<file path="config.mk">
export PLATFORM = sky130hd
export DESIGN_NAME = seg_scan_capture_flat
export DESIGN_NICKNAME = d
export VERILOG_FILES = /design/src/rtl/seg_scan_capture_if.sv /design/src/rtl/seg_scan_capture.sv /design/src/flat_wrapper.sv
export SDC_FILE = /design/constraint.sdc
export NUM_CORES = 1
export LEC_CHECK = 0
export ABC_CLOCK_PERIOD_IN_PS = 11700
export BUFFER_PORTS_ARGS = -buffer_cell sky130_fd_sc_hd__buf_2
export CORE_AREA = 5 5 122 124
export DETAILED_ROUTE_END_ITERATION = 7
export DIE_AREA = 0 0 127 129
export PLACE_DENSITY = 0.84
export SYNTH_ARGS = -nofsm -noshare
export SYNTH_HDL_FRONTEND = slang
export SYNTH_SLANG_ARGS = --single-unit
</file>
<file path="constraint.sdc">
create_clock -name clk -period 11.7 [get_ports clk]
set_clock_uncertainty 0.05 [all_clocks]
set_input_delay 1.17 -clock clk [delete_from_list [all_inputs] [get_ports clk]]
set_output_delay 1.17 -clock clk [all_outputs]
set_load 0.01 [all_outputs]
</file>
<file path="src/rtl/seg_scan_capture_if.sv">
// Multiplexed 7-segment scan bus, as driven by the display driver.
// seg_sel is active-low one-hot; seg_led is active-low segments.
interface seg_scan_capture_if;

  logic [5:0] seg_sel;
  logic [7:0] seg_led;

  modport master (
    output seg_sel,
    output seg_led
  );

  modport slave (
    input seg_sel,
    input seg_led
  );

endinterface

</file>
<file path="src/rtl/seg_scan_capture.sv">
// Receive side of the 6-digit scan bus: settles, samples and decodes
// each digit, assembles in-order sweeps and converts frames to binary.
module seg_scan_capture #(
  parameter int SETTLE_CYC  = 4,
  parameter int TIMEOUT_CYC = 100000
) (
  input  logic              clk,
  input  logic              rst_n,
  seg_scan_capture_if.slave bus,
  output logic [23:0]       bcd_data,
  output logic [5:0]        point,
  output logic              sign,
  output logic [19:0]       data,
  output logic              pattern_err,
  output logic              frame_valid,
  output logic              disp_off
);

  localparam int SW = $clog2(SETTLE_CYC) + 1;
  localparam int TW = $clog2(TIMEOUT_CYC + 1);

  // set_q holds (cycles stable - 1); the sample fires on the
  // SETTLE_CYC-th edge that sees the same legal select.
  localparam logic [SW-1:0] SET_HIT = SW'(SETTLE_CYC - 2);
  localparam logic [SW-1:0] SET_MAX = SW'(SETTLE_CYC - 1);
  localparam logic [TW-1:0] TO_LAST = TW'(TIMEOUT_CYC - 1);
  localparam logic [TW-1:0] TO_MAX  = TW'(TIMEOUT_CYC);

  localparam logic [3:0] C_BLANK = 4'd10;
  localparam logic [3:0] C_MINUS = 4'd11;
  localparam logic [3:0] C_ILL   = 4'd15;

  typedef enum logic [1:0] {
    IDLE,
    CONV,
    DONE
  } state_t;

  state_t state_q;
  state_t state_d;

  logic [5:0]    sel_q;
  logic [SW-1:0] set_q;
  logic          legal;
  logic [2:0]    idx;
  logic          stable;
  logic          samp;

  logic [3:0]    code;
  logic          dot;

  logic [TW-1:0] to_q;
  logic          to_hit;

  logic [5:0][3:0] dig_q;
  logic [5:0]      dot_q;
  logic [2:0]      exp_q;
  logic            act_q;
  logic            take0;
  logic            takek;
  logic            complete;

  logic [5:0][3:0] frm_dig;
  logic [5:0]      frm_dot;

  logic [5:0][3:0] sh_dig;
  logic [5:0]      sh_dot;
  logic            sh_sign;
  logic            sh_err;
  logic [19:0]     acc_q;
  logic [19:0]     acc_x10;
  logic [19:0]     dval;
  logic [2:0]      cidx_q;

  // Map the active-low one-hot select to a digit index.
  always_comb begin
    legal = 1'b1;
    idx   = 3'd0;
    unique case (bus.seg_sel)
      6'b111110: idx = 3'd0;
      6'b111101: idx = 3'd1;
      6'b111011: idx = 3'd2;
      6'b110111: idx = 3'd3;
      6'b101111: idx = 3'd4;
      6'b011111: idx = 3'd5;
      default:   legal = 1'b0;
    endcase
  end

  assign stable = legal && (bus.seg_sel == sel_q);
  assign samp   = stable && (set_q == SET_HIT);

  // Track the previous select and how long it has been stable.
  always_ff @(posedge clk or negedge rst_n) begin
    if (!rst_n) begin
      sel_q <= '1;
      set_q <= '0;
    end else begin
      sel_q <= bus.seg_sel;
      if (!stable)
        set_q <= '0;
      else if (set_q != SET_MAX)
        set_q <= set_q + 1'b1;
    end
  end

  // Segment pattern back to digit code; dot is independent.
  always_comb begin
    dot = ~bus.seg_led[7];
    unique case (bus.seg_led[6:0])
      7'b1000000: code = 4'd0;
      7'b1111001: code = 4'd1;
      7'b0100100: code = 4'd2;
      7'b0110000: code = 4'd3;
      7'b0011001: code = 4'd4;
      7'b0010010: code = 4'd5;
      7'b0000010: code = 4'd6;
      7'b1111000: code = 4'd7;
      7'b0000000: code = 4'd8;
      7'b0010000: code = 4'd9;
      7'b1111111: code = C_BLANK;
      7'b0111111: code = C_MINUS;
      default:    code = C_ILL;
    endcase
  end

  assign to_hit = !samp && (to_q == TO_LAST);

  // Idle-bus watchdog; saturates and flags the display as off.
  always_ff @(posedge clk or negedge rst_n) begin
    if (!rst_n) begin
      to_q     <= '0;
      disp_off <= 1'b0;
    end else if (samp) begin
      to_q     <= '0;
      disp_off <= 1'b0;
    end else begin
      if (to_q != TO_MAX)
        to_q <= to_q + 1'b1;
      if (to_hit)
        disp_off <= 1'b1;
    end
  end

  assign take0 = samp && (idx == 3'd0);
  assign takek = samp && act_q && (idx != 3'd0) && (idx == exp_q);
  assign complete = takek && (idx == 3'd5);

  // Sweep assembly: digits must arrive 0..5 in order.
  always_ff @(posedge clk or negedge rst_n) begin
    if (!rst_n) begin
      dig_q <= '0;
      dot_q <= '0;
      exp_q <= '0;
      act_q <= 1'b0;
    end else if (take0) begin
      dig_q <= {20'd0, code};
      dot_q <= {5'd0, dot};
      exp_q <= 3'd1;
      act_q <= 1'b1;
    end else if (takek) begin
      dig_q[idx] <= code;
      dot_q[idx] <= dot;
      exp_q      <= exp_q + 1'b1;
      if (idx == 3'd5)
        act_q <= 1'b0;
    end else if (samp || to_hit) begin
      act_q <= 1'b0;
    end
  end

  // The completing digit is merged straight into the shadow copy.
  always_comb begin
    frm_dig    = dig_q;
    frm_dot    = dot_q;
    frm_dig[5] = code;
    frm_dot[5] = dot;
  end

  // Frame flags from the latched codes.
  always_comb begin
    sh_sign = 1'b0;
    sh_err  = 1'b0;
    for (int i = 0; i < 6; i++) begin
      if (sh_dig[i] == C_MINUS)
        sh_sign = 1'b1;
      if (sh_dig[i] == C_ILL)
        sh_err = 1'b1;
    end
  end

  // Non-decimal codes contribute zero to the binary value.
  always_comb begin
    dval = 20'd0;
    if (sh_dig[cidx_q] <= 4'd9)
      dval = {16'd0, sh_dig[cidx_q]};
  end

  assign acc_x10 = {acc_q[16:0], 3'b000} + {acc_q[18:0], 1'b0};

  // Conversion state register.
  always_ff @(posedge clk or negedge rst_n) begin
    if (!rst_n)
      state_q <= IDLE;
    else
      state_q <= state_d;
  end

  // Next-state: one conversion per frame, extra frames are dropped.
  always_comb begin
    state_d = state_q;
    unique case (state_q)
      IDLE: if (complete) state_d = CONV;
      CONV: if (cidx_q == 3'd0) state_d = DONE;
      DONE: state_d = IDLE;
      default: state_d = IDLE;
    endcase
  end

  // Shadow latch and most-significant-first multiply-accumulate.
  always_ff @(posedge clk or negedge rst_n) begin
    if (!rst_n) begin
      sh_dig <= '0;
      sh_dot <= '0;
      acc_q  <= '0;
      cidx_q <= '0;
    end else if (state_q == IDLE) begin
      if (complete) begin
        sh_dig <= frm_dig;
        sh_dot <= frm_dot;
        acc_q  <= '0;
        cidx_q <= 3'd5;
      end
    end else if (state_q == CONV) begin
      acc_q  <= acc_x10 + dval;
      cidx_q <= cidx_q - 1'b1;
    end
  end

  // Publish the frame and pulse frame_valid from DONE.
  always_ff @(posedge clk or negedge rst_n) begin
    if (!rst_n) begin
      bcd_data    <= '0;
      point       <= '0;
      sign        <= 1'b0;
      data        <= '0;
      pattern_err <= 1'b0;
      frame_valid <= 1'b0;
    end else begin
      frame_valid <= 1'b0;
      if (state_q == DONE) begin
        bcd_data    <= sh_dig;
        point       <= sh_dot;
        sign        <= sh_sign;
        data        <= acc_q;
        pattern_err <= sh_err;
        frame_valid <= 1'b1;
      end
    end
  end

endmodule

</file>
<file path="src/flat_wrapper.sv">
// flat-port wrapper written by rule: the top's interface ports become plain ports
module seg_scan_capture_flat 
#(
  parameter int SETTLE_CYC  = 4,
  parameter int TIMEOUT_CYC = 100000
)
  (clk, rst_n, bcd_data, point, sign, data, pattern_err, frame_valid, disp_off, bus_seg_sel, bus_seg_led);
  seg_scan_capture_if bus_i ();
  input  logic clk;
  input  logic rst_n;
  output logic [23:0] bcd_data;
  output logic [5:0] point;
  output logic sign;
  output logic [19:0] data;
  output logic pattern_err;
  output logic frame_valid;
  output logic disp_off;
  input wire logic [$bits(bus_i.seg_sel)-1:0] bus_seg_sel;
  input wire logic [$bits(bus_i.seg_led)-1:0] bus_seg_led;
  assign bus_i.seg_sel = bus_seg_sel;
  assign bus_i.seg_led = bus_seg_led;
  seg_scan_capture #(.SETTLE_CYC(SETTLE_CYC), .TIMEOUT_CYC(TIMEOUT_CYC)) u_core (.clk(clk), .rst_n(rst_n), .bus(bus_i), .bcd_data(bcd_data), .point(point), .sign(sign), .data(data), .pattern_err(pattern_err), .frame_valid(frame_valid), .disp_off(disp_off));
endmodule
</file>
## Word level (Yosys, flattened, before mapping)

Cells that the tools add are included.

| cells by class | value |
|---|---|
| mux-type cells | 50 |
| bitwise logic cells | 1 |
| $add $sub $neg | 6 |
| eq/ne operators | 42 |
| reductions and logical operators | 26 |
| magnitude comparators | 4 |

Operator list:

| operator | number |
|---|---|
| 20-bit two-way mux | 3 |
| 4-bit == test (second input constant) | 12 |
| 24-bit two-way mux | 2 |
| 4-bit case mux with 12 select lines | 1 |
| 17-bit two-way mux | 2 |
| 6-bit == test (second input constant) | 5 |
| 7-bit == test (second input constant) | 4 |
| 24-bit bitwise mux | 1 |
| 7-bit by 5-bit == test with 1-bit output (second input constant) | 3 |
| 7-bit by 6-bit == test with 1-bit output (second input constant) | 3 |
| 1-bit two-way mux | 21 |
| 3-bit two-way mux | 7 |
| 20-bit adder | 1 |
| 20-bit by 4-bit adder with 20-bit output | 1 |
| 17-bit by 1-bit adder with 17-bit output (second input constant) | 1 |
| 17-bit == test (second input constant) | 1 |
| 17-bit != test (second input constant) | 1 |
| 3-bit case mux with 5 select lines | 1 |
| 4-bit binary-select mux with 3-bit select | 1 |
| 4-bit demux with 3-bit select | 1 |
| 4-bit two-way mux | 3 |
| 6-bit two-way mux | 2 |
| 1-bit logical AND | 9 |
| 3-bit by 4-bit < comparator with 1-bit output (second input constant) | 2 |
| 29 further kinds | 41 |

| storage, ports and cells | value |
|---|---|
| output and inout bits | 54 |
| input bits | 16 |
| flip-flop bits (word level) | 169 |

## Logic depth before layout (Yosys ltp)

Gate-level depths: netlist of the first run.

| logic depth | value |
|---|---|
| word-level depth | 11 |
| depth in mapped cells | 15 |
| depth with buffers taken out | 14 |

## Least setup slack after synthesis of the first run

Ideal clock, no wire load.

| path | value |
|---|---|
| path kind | register -> register |
| start point | register u_core.cidx_q[0] |
| end point | register u_core.acc_q[12] |
| library setup time | 135 ps |
| cell stages (with the launch flop) | 16 |
| clock period less this slack | 3,841 ps |
| arrival time | 3,656 ps |
| path buffers | 1 |
| setup slack | 7,859 ps |
| path through | dfrtp_1 clkbuf_1 mux4_2 inv_1 o22ai_1 nor2_1 nand2_1 fa_1 inv_1 fa_1 a21o_1 a31oi_1 o21bai_1 a221oi_1 xor2_1 o22ai_1 |

| on the way | value |
|---|---|
| longest elaborated chain between the ends | 7 |

Ends and longest elaborated chain:

| element | RTL line | text |
|---|---|---|
| from (decl) | seg_scan_capture.sv:73 | `logic [2:0] cidx_q;` |
| from (signal assigned) | seg_scan_capture.sv:236 | `cidx_q <= cidx_q - 1'b1;` |
| 4-bit binary-select mux with 3-bit select (*) | seg_scan_capture.sv:195, seg_scan_capture.sv:196 |  |
| 4-bit two-way mux (implied by the code) (*) | seg_scan_capture.sv:195, seg_scan_capture.sv:196 |  |
| 4-bit <= comparator | seg_scan_capture.sv:195 | `if (sh_dig[cidx_q] <= 4'd9)` |
| 4-bit two-way mux (*) | seg_scan_capture.sv:195 |  |
| 20-bit by 4-bit adder with 20-bit output (*) | seg_scan_capture.sv:235 | `acc_q <= acc_x10 + dval;` |
| 20-bit two-way mux (*) | seg_scan_capture.sv:234 | `end else if (state_q == CONV) begin` |
| 20-bit two-way mux (*) | seg_scan_capture.sv:227 | `end else if (state_q == IDLE) begin` |
| to (signal assigned) | seg_scan_capture.sv:235 |  |
| to (decl) | seg_scan_capture.sv:70 | `logic [19:0] acc_q;` |

Mark *: on every way between the ends. The rest lies on a longest branch, timed or not. The select of a mux whose other input is x is not followed.
A chain may end at the register's enable or synchronous reset.

## Worst setup path in the final report of the first run

| path | value |
|---|---|
| start point | register u_core.cidx_q[0] |
| end point | register u_core.acc_q[17] |

The elaborated chain is that of the path after synthesis.

==> results of run 1 <==
## path summary, 6_finish.rpt
kind,end
min in group asynchronous,u_core.to_q[16]$_DFFE_PN0P_
worst min-delay path,u_core.bcd_data[0]$_DFFE_PN0P_
max in group asynchronous,u_core.bcd_data[10]$_DFFE_PN0P_
worst max register to register,u_core.acc_q[17]$_DFFE_PN0P_
worst max-delay path,u_core.acc_q[17]$_DFFE_PN0P_
worst min register to register,u_core.bcd_data[0]$_DFFE_PN0P_
## stage by stage
step	worst slack (ns)	utilization	power, mW	cell area, um^2	instances
2_1_floorplan	7.86	-	0.636	8640	848
3_3_place_gp	7.49	0.661	0.657	9040	1065
3_5_place_dp	7.43	0.661	0.659	9040	1065
4_1_cts	7.58	0.706	1.22	9640	1096
5_1_grt	7.29	0.706	1.26	9640	1096
6_report	7.56	0.706	1.21	9640	1096
## cells in the final DEF (no fill, tap or decap), types with 7 or more instances in the layout
cell and n:
nand2_1 197, nor2_1 53, a21oi_1 24, mux2i_1 26
a21o_1 10, o21ai_0 21, buf_2 68, ha_1 42
mux2_4 20, nand3_1 20, clkbuf_16 17, nor4_1 8
xor2_1 23, o211ai_1 7, xnor2_1 17, dfrtp_1 158
o22ai_1 22, nand4_1 9, inv_1 27, mux2_2 13
or3_1 10, nand2b_1 9
## state kept, by name, indices dropped and copies added (netlist names)
name	count
u_core.acc_q	20
u_core.act_q	1
u_core.bcd_data	24
u_core.cidx_q	3
u_core.data	20
u_core.dig_q	20
u_core.disp_off	1
u_core.dot_q	5
u_core.exp_q	3
u_core.frame_valid	1
u_core.pattern_err	1
u_core.point	6
u_core.sel_q	6
u_core.set_q	3
u_core.sh_dig	24
u_core.sh_dot	6
u_core.sign	1
u_core.state_q	2
u_core.to_q	17
## cells by family (layout without fill, tap and decap cells)
| family | count (synthesis) | after routing |
|---|---|---|
| flip-flops | 164 | 164 |
| AND/OR/NAND/NOR | 351 | 351 |
| XOR/XNOR | 40 | 40 |
| AO/OA/AOI/OAI | 117 | 117 |
| adder cells (fa/ha/maj) | 45 | 45 |
| multiplexers | 66 | 66 |
| buffers and inverters | 65 | 133 |
## worst min-delay path, stage by stage (launching register included)
cell     delay (ns)
dfrtp_1        0.33
nand2_1        0.05
nand2_1        0.05
## power by group through the flow
stage	Sequential, mW	Clock (mW)	Combinational (mW)
after CTS	0.597	0.571	0.0534
after global routing	0.599	0.599	0.0602
after global placement	0.606	0	0.0513
after floorplan	0.600	0	0.0362
final	0.598	0.565	0.0527
after detailed placement	0.606	0	0.0529
## per-layer routing
layer | share of wire | global-route usage | vias to the layer above
met1 | 0.43 | 0.297 | 3155
met4 | 0.032 | 0.0978 | 0
met2 | 0.49 | 0.410 | 197
met5 | 0 | 0 | -
met3 | 0.047 | 0.0490 | 54
li1 | - | - | 3065
## area by class of cell
type                    count  area [um^2]  share of cell area
clock inverters             9          119              0.0123
multi-input cells         619         4210               0.436
clock buffers              22          484              0.0502
well taps                 180          225              0.0234
inverters                  28          105              0.0109
flip-flops and latches    164         4110               0.426
repair buffers             74          389              0.0404
==> run_summary.xml, run 1 <==
<?xml version="1.0" encoding="UTF-8"?>
<metrics>
  <group name="logic_synthesis">
    <metric name="synth.area.mux_share" unit="">0.0962</metric>
    <metric name="synth_edf_count" unit="">0</metric>
    <metric name="synth.yosys.seq_area_share" unit="">0.476</metric>
    <metric name="synth.ff_latch_count" unit="">164</metric>
    <metric name="yosysMostFrequentCell" unit="">nand2_1</metric>
    <metric name="main_combinational_cell_family_by_area_after_synthesis" unit="">simple AND/OR/NAND/NOR gates</metric>
    <metric name="synth_compound_gate_area_share" unit="">0.0912</metric>
    <metric name="net_count_synth" unit="">908</metric>
    <metric name="synth.cell_area" unit="mm^2">0.00864</metric>
    <metric name="postSynthCellCount" unit="">848</metric>
    <metric name="synth-adder-area-share" unit="">0.0666</metric>
    <metric name="post_synthesis_simple_gate_area_fraction" unit="">0.191</metric>
    <metric name="netlist-cell-type-count" unit="">71</metric>
    <metric name="synthXorXnorAreaFrac" unit="">0.0406</metric>
    <metric name="synth_top_cells_by_area" unit="">dfrtp_1, nand2_1, ha_1, mux2_4, mux2i_1</metric>
    <metric name="syn_area_per_cell" unit="um^2">10.2</metric>
    <metric name="synth_largest_type_area_fraction" unit="">0.458</metric>
    <metric name="ys_top_cells_by_count" unit="">nand2_1, dfrtp_1, nor2_1</metric>
    <metric name="ys.flop_type" unit="">dfrtp_1</metric>
    <metric name="synth-warning-count" unit="">0</metric>
    <metric name="synthDominantAreaCellType" unit="">dfrtp_1</metric>
    <metric name="postSynth.asyncResetShare" unit="">1.00</metric>
  </group>
  <group name="critical_path">
    <metric name="cp_dominant_cell_by_count" unit="">inv_1</metric>
    <metric name="worstPathArrival" unit="ns">4.43</metric>
    <metric name="timing_worst_setup_path_type" unit="">register to register</metric>
    <metric name="r2r_start" unit="">u_core.cidx_q[0]$_DFFE_PN0P_</metric>
    <metric name="worst_path_dominant_cell_family" unit="">compound AO/OA/AOI/OAI gates</metric>
    <metric name="timing.critical_path.slowest_cell_delay" unit="ns">0.66</metric>
    <metric name="startpoint" unit="">u_core.cidx_q[0]$_DFFE_PN0P_</metric>
    <metric name="depth_of_the_most_critical_reg_to_reg_path" unit="">14</metric>
    <metric name="crit_path_end_kind" unit="">register</metric>
    <metric name="cp_num_cells" unit="">14</metric>
    <metric name="cp_cell_sequence" unit="">mux4_2 &gt; inv_1 &gt; o22ai_1 &gt; nor2_1 &gt; nand2_1 &gt; fa_1 &gt; inv_1 &gt; ha_1 &gt; a211oi_1 &gt; o21ai_0 &gt; o221ai_1 &gt; a21oi_1 &gt; or4_1 &gt; o211ai_1</metric>
    <metric name="reg2reg_slack" unit="ns">7.56</metric>
    <metric name="worstPathBufferInverterCount" unit="">2</metric>
    <metric name="worst_path_max_delay_cell" unit="">dfrtp_1</metric>
    <metric name="critical_path.max_fanout" unit="">10</metric>
    <metric name="start_kind" unit="">register</metric>
    <metric name="data_required_time_of_the_worst_path" unit="ns">11.99</metric>
  </group>
  <group name="global_route">
    <metric name="groute.usage.overall" unit="">0.239</metric>
    <metric name="grt_pass1_vias" unit="">6502</metric>
    <metric name="grt_antenna_before_repair" unit="">0</metric>
    <metric name="grt_max_degree" unit="">88</metric>
    <metric name="grt_pass1_wl" unit="um">31200</metric>
    <metric name="grt_overflow" unit="">0</metric>
  </group>
  <group name="timing">
    <metric name="fin_worst_hold_slack" unit="ns">0.418</metric>
    <metric name="slew_headroom" unit="">0.159</metric>
    <metric name="rsz_0062_raised_after_global_routing" unit="">no</metric>
    <metric name="setup_viol" unit="">0</metric>
    <metric name="period_needed" unit="ns">4.14</metric>
    <metric name="layout_worst_path_cycle_share" unit="">0.354</metric>
    <metric name="max_freq" unit="GHz">0.242</metric>
    <metric name="timing_hold_violations_final" unit="">0</metric>
    <metric name="final_max_slew_viol_count" unit="">0</metric>
    <metric name="worstMarginPinSlew" unit="ns">1.25</metric>
    <metric name="fin_tns_setup" unit="ns">0</metric>
  </group>
  <group name="drt">
    <metric name="route.detailed.vias_per_inst" unit="">5.90</metric>
    <metric name="wl_per_cell" unit="um">17.2</metric>
    <metric name="ant_nets" unit="">0</metric>
    <metric name="first_pass_iters" unit="">6</metric>
    <metric name="route.final.wire_length" unit="um">18800</metric>
    <metric name="drc_errors" unit="">0</metric>
    <metric name="drt-initial-drc-count" unit="">496</metric>
    <metric name="num_vias" unit="">6471</metric>
  </group>
  <group name="min_path">
    <metric name="timing.hold.worst_path_depth" unit="">2</metric>
    <metric name="hold_path.startpoint" unit="">u_core.bcd_data[0]$_DFFE_PN0P_</metric>
    <metric name="min-delay-path-class" unit="">register to register</metric>
  </group>
  <group name="clock_network">
    <metric name="clk_path_buf_depth" unit="">2</metric>
    <metric name="worstSkewPairLatency" unit="ns">0.43</metric>
    <metric name="htreeDepth" unit="">4</metric>
    <metric name="tritoncts.num_buffers" unit="">17</metric>
    <metric name="cts.sinks" unit="">164</metric>
    <metric name="cts_setup_buffers" unit="">0</metric>
    <metric name="clk_transition_reported_paths" unit="ns">0.06</metric>
    <metric name="post_cts.resized_instances" unit="">0</metric>
    <metric name="tritoncts" unit="">done</metric>
    <metric name="clockRootBuffer" unit="">clkbuf_16</metric>
    <metric name="postCtsHoldBufs" unit="">0</metric>
  </group>
  <group name="power">
    <metric name="powerDensity" unit="mW/mm^2">126</metric>
    <metric name="power.share.clock" unit="">0.465</metric>
    <metric name="power.net_switching" unit="uW">276</metric>
    <metric name="share_seq_of_total_power" unit="">0.492</metric>
    <metric name="p_leak" unit="nW">4.91</metric>
    <metric name="maximum_vdd_drop" unit="V">0.000109</metric>
    <metric name="power.share.switching" unit="">0.228</metric>
    <metric name="power.share.combinational" unit="">0.043</metric>
    <metric name="internal_power" unit="uW">938</metric>
  </group>
  <group name="floorplan">
    <metric name="die_width" unit="um">127</metric>
    <metric name="placementRows" unit="">43</metric>
    <metric name="design.portCount" unit="">70</metric>
    <metric name="core_area" unit="mm^2">0.0137</metric>
    <metric name="start_util" unit="">0.632</metric>
    <metric name="chipHeight" unit="um">129</metric>
    <metric name="die-area" unit="mm^2">0.0164</metric>
  </group>
  <group name="run_status">
    <metric name="run_status" unit="">finished, final reports clean</metric>
  </group>
  <group name="place">
    <metric name="weighted_congestion_reported_at_the_end_of_routability_driven_placement" unit="">0.917</metric>
    <metric name="io_buffer_count" unit="">69</metric>
    <metric name="dp.final_hpwl" unit="um">12400</metric>
  </group>
  <group name="layout">
    <metric name="layout-area-overhead-vs-synth" unit="%">11.6</metric>
    <metric name="drive_gt1_frac" unit="">0.180</metric>
    <metric name="nFillCells" unit="">998</metric>
    <metric name="layout.nets" unit="">964</metric>
    <metric name="num_antenna_cells" unit="">0</metric>
  </group>
  <group name="flow_run">
    <metric name="maxCapViolations" unit="">0</metric>
  </group>
</metrics>
Power figures use the tool's default switching activity.
==> run 2: changes to the inputs <==
Settings changed: ABC_CLOCK_PERIOD_IN_PS 11700 to 3900, CORE_AREA 5 5 122 124 to 5 5 126 128, DIE_AREA 0 0 127 129 to 0 0 131 133, PLACE_DENSITY 0.84 to 0.79.
Clock period 11.7 ns to 3.9 ns, I/O delays scaled along.
==> run 2 against run 1 <==
  * Clock-buffer cell count fell by 3
  * Non-clock buffer count grew 8
  * Via count down 0.60%
  * Hold slack lost 0.32 ns
  * Wire length decreased by 1.0%
  * Core utilization down 4.5 points
  * Largest cell class unchanged
  * Largest power group unchanged
==> run_summary.xml, run 2 (synthesized netlist as in run 1, its figures left out) <==
<?xml version="1.0" encoding="UTF-8"?>
<metrics>
  <group name="run_status">
    <metric name="run_status" unit="">finished, final reports clean</metric>
  </group>
  <group name="layout">
    <metric name="layout.nets" unit="">972</metric>
    <metric name="num_antenna_cells" unit="">0</metric>
    <metric name="final_cell_count_no_fill" unit="">1112</metric>
    <metric name="drive_gt1_frac" unit="">0.188</metric>
    <metric name="layout_commonest_cell" unit="">nand2_1</metric>
    <metric name="finish.instance_area" unit="mm^2">0.00974</metric>
    <metric name="top_regs" unit="">u_core.bcd_data: 24 flops, u_core.sh_dig: 24 flops</metric>
    <metric name="layout-area-overhead-vs-synth" unit="%">12.7</metric>
    <metric name="most_used_cells_in_the_layout_excluding_fill_and_tap_cells" unit="">nand2_1, dfrtp_1, buf_2</metric>
    <metric name="nFillCells" unit="">1150</metric>
  </group>
  <group name="timing">
    <metric name="setup_viol" unit="">0</metric>
    <metric name="slew_headroom" unit="">0.424</metric>
    <metric name="final_max_slew_viol_count" unit="">0</metric>
    <metric name="rsz_0062_raised_after_global_routing" unit="">no</metric>
    <metric name="timing_hold_violations_final" unit="">0</metric>
    <metric name="max_freq" unit="GHz">0.271</metric>
    <metric name="fin_tns_setup" unit="ns">0</metric>
    <metric name="layout_worst_path_cycle_share" unit="">0.946</metric>
    <metric name="worstMarginPinSlew" unit="ns">0.862</metric>
    <metric name="period_needed" unit="ns">3.69</metric>
  </group>
  <group name="critical_path">
    <metric name="startpoint" unit="">u_core.cidx_q[0]$_DFFE_PN0P_</metric>
    <metric name="timing_worst_setup_path_type" unit="">register to register</metric>
    <metric name="start_kind" unit="">register</metric>
    <metric name="crit_path_end_kind" unit="">register</metric>
    <metric name="critical_path.max_fanout" unit="">4</metric>
    <metric name="critical_path.reg2reg.endpoint" unit="">u_core.acc_q[12]$_DFFE_PN0P_</metric>
    <metric name="worstPathArrival" unit="ns">3.94</metric>
    <metric name="r2r_start" unit="">u_core.cidx_q[0]$_DFFE_PN0P_</metric>
    <metric name="data_required_time_of_the_worst_path" unit="ns">4.15</metric>
    <metric name="reg2reg_slack" unit="ns">0.21</metric>
    <metric name="critical_path_sink" unit="">u_core.acc_q[12]$_DFFE_PN0P_</metric>
    <metric name="depth_of_the_most_critical_reg_to_reg_path" unit="">14</metric>
  </group>
  <group name="place">
    <metric name="weighted_congestion_reported_at_the_end_of_routability_driven_placement" unit="">0.878</metric>
    <metric name="io_buffer_count" unit="">69</metric>
    <metric name="dpl-instance-area" unit="mm^2">0.00913</metric>
    <metric name="dp.final_hpwl" unit="um">12500</metric>
    <metric name="placed_cells" unit="">1080</metric>
  </group>
  <group name="floorplan">
    <metric name="chipHeight" unit="um">133</metric>
    <metric name="placementRows" unit="">45</metric>
    <metric name="die-area" unit="mm^2">0.0174</metric>
    <metric name="core_area" unit="mm^2">0.0148</metric>
    <metric name="design.portCount" unit="">70</metric>
    <metric name="start_util" unit="">0.586</metric>
    <metric name="die_width" unit="um">131</metric>
  </group>
  <group name="drt">
    <metric name="first_pass_iters" unit="">5</metric>
    <metric name="drc_errors" unit="">0</metric>
    <metric name="drt-initial-drc-count" unit="">578</metric>
    <metric name="route.final.wire_length" unit="um">18600</metric>
    <metric name="wl_per_cell" unit="um">16.8</metric>
    <metric name="ant_nets" unit="">0</metric>
    <metric name="route.detailed.vias_per_inst" unit="">5.78</metric>
    <metric name="num_vias" unit="">6432</metric>
  </group>
  <group name="power">
    <metric name="maximum_vdd_drop" unit="V">0.000295</metric>
    <metric name="power.share.combinational" unit="">0.043</metric>
    <metric name="powerDensity" unit="mW/mm^2">374</metric>
    <metric name="internal_power" unit="mW">2.81</metric>
    <metric name="p_leak" unit="nW">4.95</metric>
    <metric name="power.share.switching" unit="">0.230</metric>
    <metric name="power.share.clock" unit="">0.466</metric>
    <metric name="p_total" unit="mW">3.64</metric>
    <metric name="power.net_switching" unit="uW">836</metric>
    <metric name="share_seq_of_total_power" unit="">0.491</metric>
  </group>
  <group name="global_route">
    <metric name="grt_antenna_before_repair" unit="">0</metric>
    <metric name="grt_overflow" unit="">0</metric>
    <metric name="grt_max_degree" unit="">118</metric>
    <metric name="grt_pass1_wl" unit="um">31300</metric>
    <metric name="groute.usage.overall" unit="">0.225</metric>
    <metric name="grt_pass1_vias" unit="">6250</metric>
  </group>
  <group name="clock_network">
    <metric name="tritoncts" unit="">done</metric>
    <metric name="cts.sinks" unit="">164</metric>
    <metric name="tritoncts.num_buffers" unit="">17</metric>
    <metric name="clk_transition_reported_paths" unit="ns">0.06</metric>
    <metric name="clk_path_buf_depth" unit="">2</metric>
    <metric name="clockRootBuffer" unit="">clkbuf_16</metric>
    <metric name="htreeDepth" unit="">4</metric>
    <metric name="worstSkewPairLatency" unit="ns">0.43</metric>
  </group>
  <group name="flow_run">
    <metric name="maxCapViolations" unit="">0</metric>
  </group>
  <group name="min_path">
    <metric name="min-delay-path-class" unit="">input pin to register</metric>
  </group>
</metrics>
-- run 2: changes by cell type in the layout (fill, tap and decap cells not counted), sizes merged --
cell / previous run / this run
bufinv: 2 / 3
inv: 31 / 30
clkbuf: 22 / 19
clkinv: 3 / 6
buf: 74 / 81
dlygate4sd3: 0 / 1
-- run 2: critical path, cell delays in order, from the launching register on --
cell	delay (ns)
dfrtp_2	0.42
mux4_2	0.53
inv_1	0.07
o22ai_1	0.09
nor2_1	0.12
nand2_1	0.07
fa_1	0.49
inv_1	0.07
fa_1	0.46
a21o_1	0.24
a31oi_2	0.25
o21bai_1	0.14
a221oi_1	0.30
xor2_1	0.18
o22ai_1	0.09
-- run 2: metal layers --
metal  up-vias  GRT usage  routed length, um
met2       147      0.358               9180
met1      3169      0.306               8290
met5         -          0                  0
met3        42     0.0452                714
li1       3074          -                  -
met4         0     0.0777                470
-- run 2: stage by stage --
step	hold slack (ns)	worst slack, ns	util
after global routing	0.0955	0.0362	0.660
after global placement	0.308	0.226	0.619
final	0.102	0.211	0.660
after CTS	0.0916	0.151	0.659
after floorplan	0.0444	0.0589	-
after detailed placement	0.314	0.179	0.619
-- run 2: cell type report --
type / instances / area, um^2 / area share
clock buffer: 19 / 433 / 0.0445
tap: 188 / 235 / 0.0242
multi-input combinational: 619 / 4220 / 0.433
timing repair buffer: 82 / 477 / 0.0489
sequential: 164 / 4110 / 0.422
clock inverter: 12 / 156 / 0.0161
inverter: 28 / 105 / 0.0108
-- run 2: worst min path at each step --
stage | from | endpoint | slack (ns) | cells after the start
floorplan | rst_n | u_core.acc_q[0]$_DFFE_PN0P_ | 0.04 | 0
global placement | rst_n | u_core.to_q[13]$_DFFE_PN0P_ | 0.31 | 1
detailed placement | rst_n | u_core.to_q[13]$_DFFE_PN0P_ | 0.31 | 1
CTS | bus_seg_sel[2] | u_core.sel_q[2]$_DFF_PN1_ | 0.09 | 1
global route | bus_seg_sel[2] | u_core.sel_q[2]$_DFF_PN1_ | 0.1 | 1
finish | bus_seg_sel[0] | u_core.sel_q[0]$_DFF_PN1_ | 0.10 | 1
-- run 2: repair_timing --
action / 4_1_cts / 5_1_grt
setup buffers: 0 / 0
setup endpoints to repair: 0 / 6
hold buffers: 1 / 0
hold endpoints to repair: 47 / 0
resized for setup: 0 / 3
-- run 2: power by group through the flow --
stage	Clock (mW)	Sequential (mW)	Combinational [mW]
after floorplan	0	1.80	0.109
after global placement	0	1.82	0.155
after detailed placement	0	1.82	0.160
after CTS	1.71	1.79	0.162
after global routing	1.79	1.80	0.182
final	1.70	1.79	0.158
==> run 3: changes to the inputs <==
Settings changed: MAX_ROUTING_LAYER set to met4, PLACE_DENSITY 0.79 to 0.89.
==> run 3 against run 2 <==
  * First-iteration DRC count decreased by 4.8%
  * Wire length increased by 1.4%
  * Fmax decreased by 0.40%
  * Critical path type unchanged
  * Total power increased by 3.8%
  * Critical endpoint is now u_core.acc_q[17]$_DFFE_PN0P_
  * Register-to-register slack about the same
  * Cell area increased by 0.44%
  * Hold slack got worse by 0.097 ns
  * Worst setup slack got worse by 0.015 ns
  * Core utilization increased by 0.29 points
  * Sequential cell count unchanged
==> run_summary.xml, run 3 (synthesized netlist as in run 1, its figures left out) <==
<?xml version="1.0" encoding="UTF-8"?>
<metrics>
  <group name="critical_path">
    <metric name="worst_path_dominant_cell_family" unit="">compound AO/OA/AOI/OAI gates</metric>
    <metric name="reg2reg_slack" unit="ns">0.20</metric>
    <metric name="cp_cell_sequence" unit="">mux4_2 &gt; inv_1 &gt; o22ai_1 &gt; nor2_1 &gt; nand2_1 &gt; fa_1 &gt; inv_1 &gt; ha_1 &gt; a211oi_1 &gt; o21ai_0 &gt; o221ai_1 &gt; a21oi_1 &gt; or4_1 &gt; o211ai_1</metric>
    <metric name="data_required_time_of_the_worst_path" unit="ns">4.20</metric>
    <metric name="worst_path_max_delay_cell" unit="">fa_1</metric>
    <metric name="critical_path.max_fanout" unit="">5</metric>
    <metric name="crit_path_end_kind" unit="">register</metric>
    <metric name="worstPathArrival" unit="ns">4.00</metric>
    <metric name="start_kind" unit="">register</metric>
    <metric name="worstPathBufferInverterCount" unit="">2</metric>
    <metric name="cp_dominant_cell_by_count" unit="">inv_1</metric>
    <metric name="timing_worst_setup_path_type" unit="">register to register</metric>
    <metric name="timing.critical_path.slowest_cell_delay" unit="ns">0.50</metric>
  </group>
  <group name="global_route">
    <metric name="grt_pass1_vias" unit="">6456</metric>
    <metric name="grt_antenna_before_repair" unit="">0</metric>
    <metric name="grt_pass1_wl" unit="um">31800</metric>
    <metric name="groute.usage.overall" unit="">0.234</metric>
    <metric name="grt_max_degree" unit="">97</metric>
    <metric name="grt_overflow" unit="">0</metric>
  </group>
  <group name="power">
    <metric name="maximum_vdd_drop" unit="V">0.000303</metric>
    <metric name="p_total" unit="mW">3.78</metric>
    <metric name="powerDensity" unit="mW/mm^2">387</metric>
    <metric name="p_leak" unit="nW">4.98</metric>
  </group>
  <group name="clock_network">
    <metric name="tritoncts" unit="">done</metric>
    <metric name="clk_path_buf_depth" unit="">2</metric>
    <metric name="worstSkewPairLatency" unit="ns">0.43</metric>
    <metric name="tritoncts.num_buffers" unit="">17</metric>
    <metric name="cts_setup_buffers" unit="">0</metric>
    <metric name="clk_transition_reported_paths" unit="ns">0.07</metric>
    <metric name="cts.sinks" unit="">164</metric>
    <metric name="postCtsHoldBufs" unit="">0</metric>
    <metric name="clockRootBuffer" unit="">clkbuf_16</metric>
    <metric name="htreeDepth" unit="">4</metric>
    <metric name="post_cts.resized_instances" unit="">0</metric>
  </group>
  <group name="layout">
    <metric name="layout-area-overhead-vs-synth" unit="%">13.2</metric>
    <metric name="layout_commonest_cell" unit="">nand2_1</metric>
    <metric name="num_antenna_cells" unit="">0</metric>
    <metric name="top_regs" unit="">u_core.bcd_data: 24 flops, u_core.sh_dig: 24 flops</metric>
    <metric name="most_used_cells_in_the_layout_excluding_fill_and_tap_cells" unit="">nand2_1, dfrtp_1, buf_2</metric>
    <metric name="layout.nets" unit="">971</metric>
    <metric name="drive_gt1_frac" unit="">0.190</metric>
    <metric name="final_cell_count_no_fill" unit="">1112</metric>
  </group>
  <group name="timing">
    <metric name="fin_tns_setup" unit="ns">0</metric>
    <metric name="layout_worst_path_cycle_share" unit="">0.950</metric>
    <metric name="period_needed" unit="ns">3.70</metric>
    <metric name="timing_hold_violations_final" unit="">0</metric>
    <metric name="final_max_slew_viol_count" unit="">0</metric>
    <metric name="setup_viol" unit="">0</metric>
    <metric name="layout_setup_ws" unit="ns">0.197</metric>
    <metric name="max_freq" unit="GHz">0.270</metric>
    <metric name="slew_headroom" unit="">0.332</metric>
    <metric name="worstMarginPinSlew" unit="ns">1.00</metric>
    <metric name="fin_worst_hold_slack" unit="ns">0.00471</metric>
  </group>
  <group name="flow_run">
    <metric name="maxCapViolations" unit="">0</metric>
  </group>
  <group name="drt">
    <metric name="first_pass_iters" unit="">5</metric>
    <metric name="drc_errors" unit="">0</metric>
    <metric name="route.final.wire_length" unit="um">18900</metric>
    <metric name="ant_nets" unit="">0</metric>
    <metric name="wl_per_cell" unit="um">17.0</metric>
    <metric name="route.detailed.vias_per_inst" unit="">5.93</metric>
    <metric name="drt-initial-drc-count" unit="">550</metric>
    <metric name="num_vias" unit="">6596</metric>
  </group>
  <group name="place">
    <metric name="io_buffer_count" unit="">69</metric>
    <metric name="weighted_congestion_reported_at_the_end_of_routability_driven_placement" unit="">0.890</metric>
    <metric name="placed_cells" unit="">1080</metric>
    <metric name="dp.final_hpwl" unit="um">12800</metric>
    <metric name="place_ws" unit="ns">0.173</metric>
  </group>
  <group name="floorplan">
    <metric name="die_width" unit="um">131</metric>
    <metric name="design.portCount" unit="">70</metric>
    <metric name="die-area" unit="mm^2">0.0174</metric>
    <metric name="chipHeight" unit="um">133</metric>
    <metric name="start_util" unit="">0.586</metric>
    <metric name="core_area" unit="mm^2">0.0148</metric>
    <metric name="placementRows" unit="">45</metric>
  </group>
  <group name="run_status">
    <metric name="run_status" unit="">finished, final reports clean</metric>
  </group>
  <group name="min_path">
    <metric name="min-delay-path-class" unit="">input pin to asynchronous set/reset pin</metric>
  </group>
</metrics>
## run 3: changes by cell type in the layout (fill, tap and decap cells not counted), sizes merged
cell         before  now
bufinv            3    4
clkinv            6    3
inv              30   33
dlygate4sd3       1    0
## run 3: final timing paths
check                                              start                      endpoint  depth (start not counted)
setup / recovery           u_core.sh_dig[13]$_DFFE_PN0P_  u_core.acc_q[17]$_DFFE_PN0P_                         14
hold / removal                                     rst_n   u_core.to_q[12]$_DFFE_PN0P_                          1
setup reg to reg           u_core.sh_dig[13]$_DFFE_PN0P_  u_core.acc_q[17]$_DFFE_PN0P_                         14
hold reg to reg              u_core.point[2]$_DFFE_PN0P_   u_core.point[2]$_DFFE_PN0P_                          2
max in group asynchronous                          rst_n     u_core.sel_q[4]$_DFF_PN1_                          2
min in group clk                          bus_seg_sel[2]     u_core.sel_q[2]$_DFF_PN1_                          1
## run 3: layer usage
layer	global-route usage	vias up	share of wire
li1	-	3068	-
met1	0.313	3279	0.43
met2	0.352	193	0.49
met3	0.0408	56	0.044
met4	0.0983	0	0.035
met5	-	-	0
## run 3: report_power, final
part           internal (mW)  leakage, nW  total [mW]  switching, mW
Clock                   1.12        0.318        1.83          0.713
Combinational         0.0591         2.54       0.159          0.100
Sequential              1.74         2.12        1.79         0.0486
Total                   2.92         4.98        3.78          0.862
## run 3: final cells by class
class,instances,area (um^2)
clock buffer,19,453
fill,1106,4970
sequential,164,4110
timing repair buffer,81,467
inverter,28,105
multi-input combinational,619,4210
clock inverter,13,195
tap,188,235
## run 3: through the flow
stage | utilization | area (um^2)
6_report | 0.663 | 9780
5_1_grt | 0.663 | 9780
4_1_cts | 0.663 | 9770
3_5_place_dp | 0.619 | 9130
3_3_place_gp | 0.619 | 9130
2_1_floorplan | - | 8640
